## config.mk

```make
export PLATFORM = sky130hd
export DESIGN_NAME = yuv_color_tracker_flat
export DESIGN_NICKNAME = d
export VERILOG_FILES = /design/src/rtl/yuv_color_tracker_if.sv /design/src/rtl/yuv_color_tracker.sv /design/src/flat_wrapper.sv
export SDC_FILE = /design/constraint.sdc
export NUM_CORES = 1
export LEC_CHECK = 0
export BUFFER_PORTS_ARGS = -buffer_cell sky130_fd_sc_hd__buf_2
export CORE_ASPECT_RATIO = 0.6
export CORE_MARGIN = 2
export CORE_UTILIZATION = 39
export CTS_CLUSTER_SIZE = 28
export DETAILED_ROUTE_END_ITERATION = 10
export SLEW_MARGIN = 40
export SYNTH_ARGS = -nofsm -noshare
export SYNTH_HDL_FRONTEND = slang
export SYNTH_SLANG_ARGS = --single-unit
```

## constraint.sdc

```tcl
create_clock -name pclk -period 3.56 [get_ports pclk]
set_input_delay 0.712 -clock pclk [delete_from_list [all_inputs] [get_ports pclk]]
set_output_delay 0.712 -clock pclk [all_outputs]
set_load 0.02 [all_outputs]
```

## src/rtl/yuv_color_tracker_if.sv

```systemverilog
// Camera byte bus into the tracker and frame-memory write port out of it.
interface yuv_color_tracker_if #(
   parameter int unsigned ADDR_W = 20
) ();
   logic              href;
   logic              vsync;
   logic [7:0]        byte_camera;
   logic              enable_write_memory;
   logic [ADDR_W-1:0] pos_pxl;
   logic [7:0]        pixel_out;

   modport master (
      output href, vsync, byte_camera,
      input  enable_write_memory, pos_pxl, pixel_out
   );

   modport slave (
      input  href, vsync, byte_camera,
      output enable_write_memory, pos_pxl, pixel_out
   );
endinterface

```

## src/rtl/yuv_color_tracker.sv

```systemverilog
// YCbCr 4:2:2 capture, per-pixel colour classification, run detection and frame results.
// Define TRACKER_BBOX_EN to build the per-frame bounding-box tracker.
module yuv_color_tracker #(
   parameter int unsigned H_RES   = 640,
   parameter int unsigned V_RES   = 480,
   parameter int unsigned ADDR_W  = 20,
   parameter int unsigned CB_MIN  = 139,
   parameter int unsigned CR_MIN  = 145,
   parameter int unsigned Y_MIN   = 40,
   parameter int unsigned RUN_LEN = 8
) (
   input  logic                pclk,
   input  logic                reset,
   yuv_color_tracker_if.slave  cam,
   output logic                achou_out,
   output logic [ADDR_W-1:0]   detect_pos_pixel,
   output logic                frame_done,
   output logic                overflow,
   output logic [15:0]         bbox_xmin,
   output logic [15:0]         bbox_xmax,
   output logic [15:0]         bbox_ymin,
   output logic [15:0]         bbox_ymax
);
   localparam int unsigned AW1 = ADDR_W + 1;
   // One extra bit so the pixel limit is representable even when 2^ADDR_W == H_RES*V_RES.
   localparam logic [ADDR_W:0] NPIX   = AW1'(H_RES * V_RES);
   localparam logic [7:0]      CB_TH  = 8'(CB_MIN);
   localparam logic [7:0]      CR_TH  = 8'(CR_MIN);
   localparam logic [7:0]      Y_TH   = 8'(Y_MIN);
   localparam logic [7:0]      RUN_TH = 8'(RUN_LEN);

   logic [1:0]        phase_q;
   logic [7:0]        cb_q, y0_q, cr_q;
   logic              href_q;
   logic [2:0]        vs_q;
   logic [ADDR_W:0]   addr_q;
   logic [7:0]        run_q, run_d;
   logic              found_q, found_d;
   logic [ADDR_W-1:0] found_pos_q, found_pos_d;

   logic       href_fall, vs_edge, is_pix, room, emit, match, hit;
   logic [7:0] pix_y, pix_cr, pix_d;

   assign href_fall = href_q & ~cam.href;
   assign vs_edge   = vs_q[1] & ~vs_q[2];
   // Phase 2 pairs Cr with stored Y0; phase 3 pairs stored Cr with incoming Y1.
   assign pix_y     = phase_q[0] ? cam.byte_camera : y0_q;
   assign pix_cr    = phase_q[0] ? cr_q : cam.byte_camera;
   assign match     = (cb_q > CB_TH) && (pix_cr > CR_TH) && (pix_y > Y_TH);
   assign is_pix    = cam.href & phase_q[1];
   assign room      = (addr_q != NPIX);
   assign emit      = is_pix & room;

   always_comb begin
      run_d       = run_q;
      found_d     = found_q;
      found_pos_d = found_pos_q;
      hit         = 1'b0;
      if (href_fall) run_d = '0;
      if (emit) begin
         if (match) run_d = (run_q == 8'hFF) ? run_q : run_q + 8'd1;
         else       run_d = '0;
         hit = match && (run_d == RUN_TH) && !found_q;
         if (hit) begin
            found_d     = 1'b1;
            found_pos_d = addr_q[ADDR_W-1:0];
         end
      end
      if (!match)   pix_d = {1'b0, pix_y[7:1]};
      else if (hit) pix_d = 8'hFE;
      else          pix_d = 8'hFF;
   end

   always_ff @(posedge pclk or negedge reset) begin
      if (!reset) begin
         phase_q                 <= '0;
         cb_q                    <= '0;
         y0_q                    <= '0;
         cr_q                    <= '0;
         href_q                  <= 1'b0;
         vs_q                    <= '0;
         addr_q                  <= '0;
         run_q                   <= '0;
         found_q                 <= 1'b0;
         found_pos_q             <= '0;
         cam.enable_write_memory <= 1'b0;
         cam.pos_pxl             <= '0;
         cam.pixel_out           <= '0;
         achou_out               <= 1'b0;
         detect_pos_pixel        <= '0;
         frame_done              <= 1'b0;
         overflow                <= 1'b0;
      end else begin
         phase_q <= cam.href ? phase_q + 2'd1 : 2'd0;
         href_q  <= cam.href;
         vs_q    <= {vs_q[1:0], cam.vsync};
         if (cam.href && phase_q == 2'd0) cb_q <= cam.byte_camera;
         if (cam.href && phase_q == 2'd1) y0_q <= cam.byte_camera;
         if (cam.href && phase_q == 2'd2) cr_q <= cam.byte_camera;

         cam.enable_write_memory <= emit;
         if (emit) begin
            cam.pos_pxl   <= addr_q[ADDR_W-1:0];
            cam.pixel_out <= pix_d;
         end

         frame_done  <= vs_edge;
         found_pos_q <= found_pos_d;
         // A coincident emit is already folded into found_d, so it lands in the ending frame.
         if (vs_edge) begin
            achou_out <= found_d;
            if (found_d) detect_pos_pixel <= found_pos_d;
            addr_q   <= '0;
            run_q    <= '0;
            found_q  <= 1'b0;
            overflow <= 1'b0;
         end else begin
            if (emit) addr_q <= addr_q + AW1'(1);
            run_q   <= run_d;
            found_q <= found_d;
            if (is_pix && !room) overflow <= 1'b1;
         end
      end
   end

`ifdef TRACKER_BBOX_EN
   logic [15:0] x_q, y_q, xmin_q, xmax_q, ymin_q, ymax_q;
   logic [15:0] xmin_d, xmax_d, ymin_d, ymax_d;

   always_comb begin
      xmin_d = xmin_q;
      xmax_d = xmax_q;
      ymin_d = ymin_q;
      ymax_d = ymax_q;
      if (emit && match) begin
         if (x_q < xmin_q) xmin_d = x_q;
         if (x_q > xmax_q) xmax_d = x_q;
         if (y_q < ymin_q) ymin_d = y_q;
         if (y_q > ymax_q) ymax_d = y_q;
      end
   end

   always_ff @(posedge pclk or negedge reset) begin
      if (!reset) begin
         x_q       <= '0;
         y_q       <= '0;
         xmin_q    <= '1;
         xmax_q    <= '0;
         ymin_q    <= '1;
         ymax_q    <= '0;
         bbox_xmin <= '0;
         bbox_xmax <= '0;
         bbox_ymin <= '0;
         bbox_ymax <= '0;
      end else if (vs_edge) begin
         bbox_xmin <= xmin_d;
         bbox_xmax <= xmax_d;
         bbox_ymin <= ymin_d;
         bbox_ymax <= ymax_d;
         x_q       <= '0;
         y_q       <= '0;
         xmin_q    <= '1;
         xmax_q    <= '0;
         ymin_q    <= '1;
         ymax_q    <= '0;
      end else begin
         xmin_q <= xmin_d;
         xmax_q <= xmax_d;
         ymin_q <= ymin_d;
         ymax_q <= ymax_d;
         if (href_fall) begin
            x_q <= '0;
            y_q <= y_q + 16'd1;
         end else if (emit) begin
            x_q <= x_q + 16'd1;
         end
      end
   end
`else
   assign bbox_xmin = '0;
   assign bbox_xmax = '0;
   assign bbox_ymin = '0;
   assign bbox_ymax = '0;
`endif
endmodule

```

## src/flat_wrapper.sv

```systemverilog
// flat-port wrapper written by rule: the top's interface ports become plain ports
module yuv_color_tracker_flat 
#(
   parameter int unsigned H_RES   = 640,
   parameter int unsigned V_RES   = 480,
   parameter int unsigned ADDR_W  = 20,
   parameter int unsigned CB_MIN  = 139,
   parameter int unsigned CR_MIN  = 145,
   parameter int unsigned Y_MIN   = 40,
   parameter int unsigned RUN_LEN = 8
)
  (pclk, reset, achou_out, detect_pos_pixel, frame_done, overflow, bbox_xmin, bbox_xmax, bbox_ymin, bbox_ymax, cam_href, cam_vsync, cam_byte_camera, cam_enable_write_memory, cam_pos_pxl, cam_pixel_out);
  yuv_color_tracker_if #(.ADDR_W(ADDR_W)) cam_i ();
  input  logic pclk;
  input  logic reset;
  output logic achou_out;
  output logic [ADDR_W-1:0] detect_pos_pixel;
  output logic frame_done;
  output logic overflow;
  output logic [15:0] bbox_xmin;
  output logic [15:0] bbox_xmax;
  output logic [15:0] bbox_ymin;
  output logic [15:0] bbox_ymax;
  input wire logic [$bits(cam_i.href)-1:0] cam_href;
  input wire logic [$bits(cam_i.vsync)-1:0] cam_vsync;
  input wire logic [$bits(cam_i.byte_camera)-1:0] cam_byte_camera;
  output wire logic [$bits(cam_i.enable_write_memory)-1:0] cam_enable_write_memory;
  output wire logic [$bits(cam_i.pos_pxl)-1:0] cam_pos_pxl;
  output wire logic [$bits(cam_i.pixel_out)-1:0] cam_pixel_out;
  assign cam_i.href = cam_href;
  assign cam_i.vsync = cam_vsync;
  assign cam_i.byte_camera = cam_byte_camera;
  assign cam_enable_write_memory = cam_i.enable_write_memory;
  assign cam_pos_pxl = cam_i.pos_pxl;
  assign cam_pixel_out = cam_i.pixel_out;
  yuv_color_tracker #(.H_RES(H_RES), .V_RES(V_RES), .ADDR_W(ADDR_W), .CB_MIN(CB_MIN), .CR_MIN(CR_MIN), .Y_MIN(Y_MIN), .RUN_LEN(RUN_LEN)) u_core (.pclk(pclk), .reset(reset), .cam(cam_i), .achou_out(achou_out), .detect_pos_pixel(detect_pos_pixel), .frame_done(frame_done), .overflow(overflow), .bbox_xmin(bbox_xmin), .bbox_xmax(bbox_xmax), .bbox_ymin(bbox_ymin), .bbox_ymax(bbox_ymax));
endmodule
```

==> metrics <==
CP endpoint kind register; die height 105 um; Buffers on Ports 63; Final WS setup 0.859 ns; gr ovfl total 0; Critical-path top delay cell or4_1; critical-path maximum fanout 13; Synth warnings 0; Final Cell Area 7480 um^2; clock root cell clkbuf_16; area grow syn2layout 12.5%; Core Util, Final 45.5%; Post-CTS Setup Repair Bufs 0; WP data arrival 3.02 ns; n_diodes 0; crit path kind reg2reg; fraction of registers with async set/reset 100%; initial DRC count 424; Worst EP required 3.88 ns; TritonCTS Buffers 17; wire per inst 17.4 um; Synth area leader dfrtp_1; CP top delay family simple AND/OR/NAND/NOR gates; share of the synthesized area in the top cell type 48.5%; # IOs 128; hold_ws 0.267 ns; layout cells sized above 1 21.4%; DR vias/cell 5.29; largest net degree at the start of global routing 63; Inst Count DP 936; largest vdd supply drop 0.000320 V; Tot Pwr 3.91 mW; FF+latch count, synth 129; via count 5,124; Die Width 173 um; CTS Hold Buffers Added 0; RSZ-0062 raised after global routing no; count leader, synth nand2_1; Initial Utilization 40.4%; Gate Count Post-Synth 680; vias in the first global route 4,827; Die Area 18,100 um^2; first-pass GRT wire length 27,200 um; Synth Flop Type dfrtp_1; EDFF count, synth 0; Clock Latency Late Sink 0.42 ns; core region area 16,400 um^2; worst-margin pin slew 0.847 ns; clock skew 0.0112 ns; dpl cell area 6910 um^2; fin crit period 2.70 ns; residual DRC count 0; Commonest cells post-synth nand2_1, dfrtp_1, buf_4, mux2_2, nor2_1; Setup violations, final 0; clk slew on worst S/H paths 0.06 ns; initial antenna violation count 1; Tcrit/Tclk final 75.9%; CTS HTree Levels 4; GPL Wtd Cong 0.836; final non-filler cell total 968; row cnt 36; cts repair resizes 0; FMAX 370 MHz; crit-path cells or4_1, or4_4, o21ai_4, buf_4, nand3_1, o221ai_1; Slew headroom 42.0%; Post-Syn Area 6650 um^2; Final Hold Fails 0; Synth cell types 52; Final #Nets 745; P_leak 3.58 nW; Syn Area/Cell 9.78 um^2; Synth area leaders dfrtp_1, nand2_1, buf_4, mux2_2, a41oi_1; overall routed net length 16,800 um; WP buf/inv 1; detailed-router iteration count before antenna repair 5; placed wire-length estimate 11,500 um; Max Cap Viol 0; post-route ant nets 0; Pwr Density 522 nW/um^2; outcome complete, no violations; clock sinks 129; Worst path max stage delay 0.56 ns; CTS tree done; worst hold path type in2async; post-synthesis sequential area ratio 48.5%; Setup WS pre-CTS 0.878 ns; startpoint types register; Setup Total Neg Slack 0 ns; Max clock buf depth 2; GRT Total Usage 19.0%; Slew Limit Fails 0
[cell type report]
class | count | area, um^2
Fill cell | 1535 | 8960
Sequential cell | 129 | 3230
Multi-Input combinational cell | 490 | 2920
Clock buffer | 19 | 443
Timing Repair Buffer | 79 | 442
Tap cell | 228 | 285
Clock inverter | 13 | 125
Inverter | 10 | 37.5
[worst register-to-register path, cell delays in order (launching register included)]
cell and delay (ns):
dfrtp_1 0.49, or4_1 0.56, or4_4 0.52, o21ai_4 0.16, buf_4 0.25, nand3_1 0.33, o221ai_1 0.30
[flip-flops by register name (all words and copies together), names as in the netlist, 6 cells and up]
name                     count
u_core.detect_pos_pixel     20
u_core.cam.pos_pxl          20
u_core.cr_q                  7
u_core.cam.pixel_out         8
u_core.y0_q                  8
u_core.cb_q                  6
u_core.addr_q               21
u_core.found_pos_q          20
u_core.run_q                 8
[metal layers]
metal / global-route usage [%] / share of wire, %
met5: 0 / 0.077
met4: 4.82 / 0.70
met3: 4.95 / 6.5
met2: 26.2 / 42
met1: 29.0 / 51
[cell families (layout without fill, tap and decap cells)]
kind of cell             Yosys count  after routing  share of synthesized area [%]
flip-flops                       129            129                           48.5
XOR/XNOR                          19             19                           2.50
other                              1             64                         0.0564
AO/OA/AOI/OAI                     83             83                           10.6
multiplexers                      43             43                           7.24
adder cells (fa/ha/maj)            6              6                           1.13
buffers and inverters            124            121                           11.1
AND/OR/NAND/NOR                  275            275                           18.9
[cell usage in the layout (no fill, tap or decap), drive strengths merged, types with 2 or more instances in the layout]
master,instances
conb,64
clkinvlp,2
or4,3
mux2i,2
nand4,15
and2,10
o21ai,4
nor4,2
inv,15
clkbuf,19
clkinv,5
nor4b,4
xor2,17
a21oi,9
o211ai,3
nand2,140
dfrtp,129
a311o,20
nor3,6
ha,6
nand3,37
and4,5
buf,79
and3,5
nor2,40
mux2,41
nand2b,2
or3,2
o31ai,2
xnor2,2
a41oi,27
a2111oi,8
[final timing paths]
check / endpoint / cells after the start / from / slack (ns)
max: u_core.run_q[1] / 6 / u_core.addr_q[5] / 0.86
min: u_core.cam.pos_pxl[2] / 1 / reset / 0.27
max reg2reg: u_core.run_q[1] / 6 / u_core.addr_q[5] / 0.86
min reg2reg: u_core.vs_q[1] / 0 / u_core.vs_q[0] / 0.36
max in group asynchronous: u_core.found_q / 2 / reset / 2.47
min in group pclk: u_core.vs_q[1] / 0 / u_core.vs_q[0] / 0.36
[power by group]
group | total, mW | switching, mW | internal, mW
registers | 1.68 | 0.0933 | 1.59
clock network | 1.68 | 0.692 | 0.991
logic | 0.542 | 0.369 | 0.173
total | 3.91 | 1.15 | 2.75
Power figures use the tool's default switching activity.
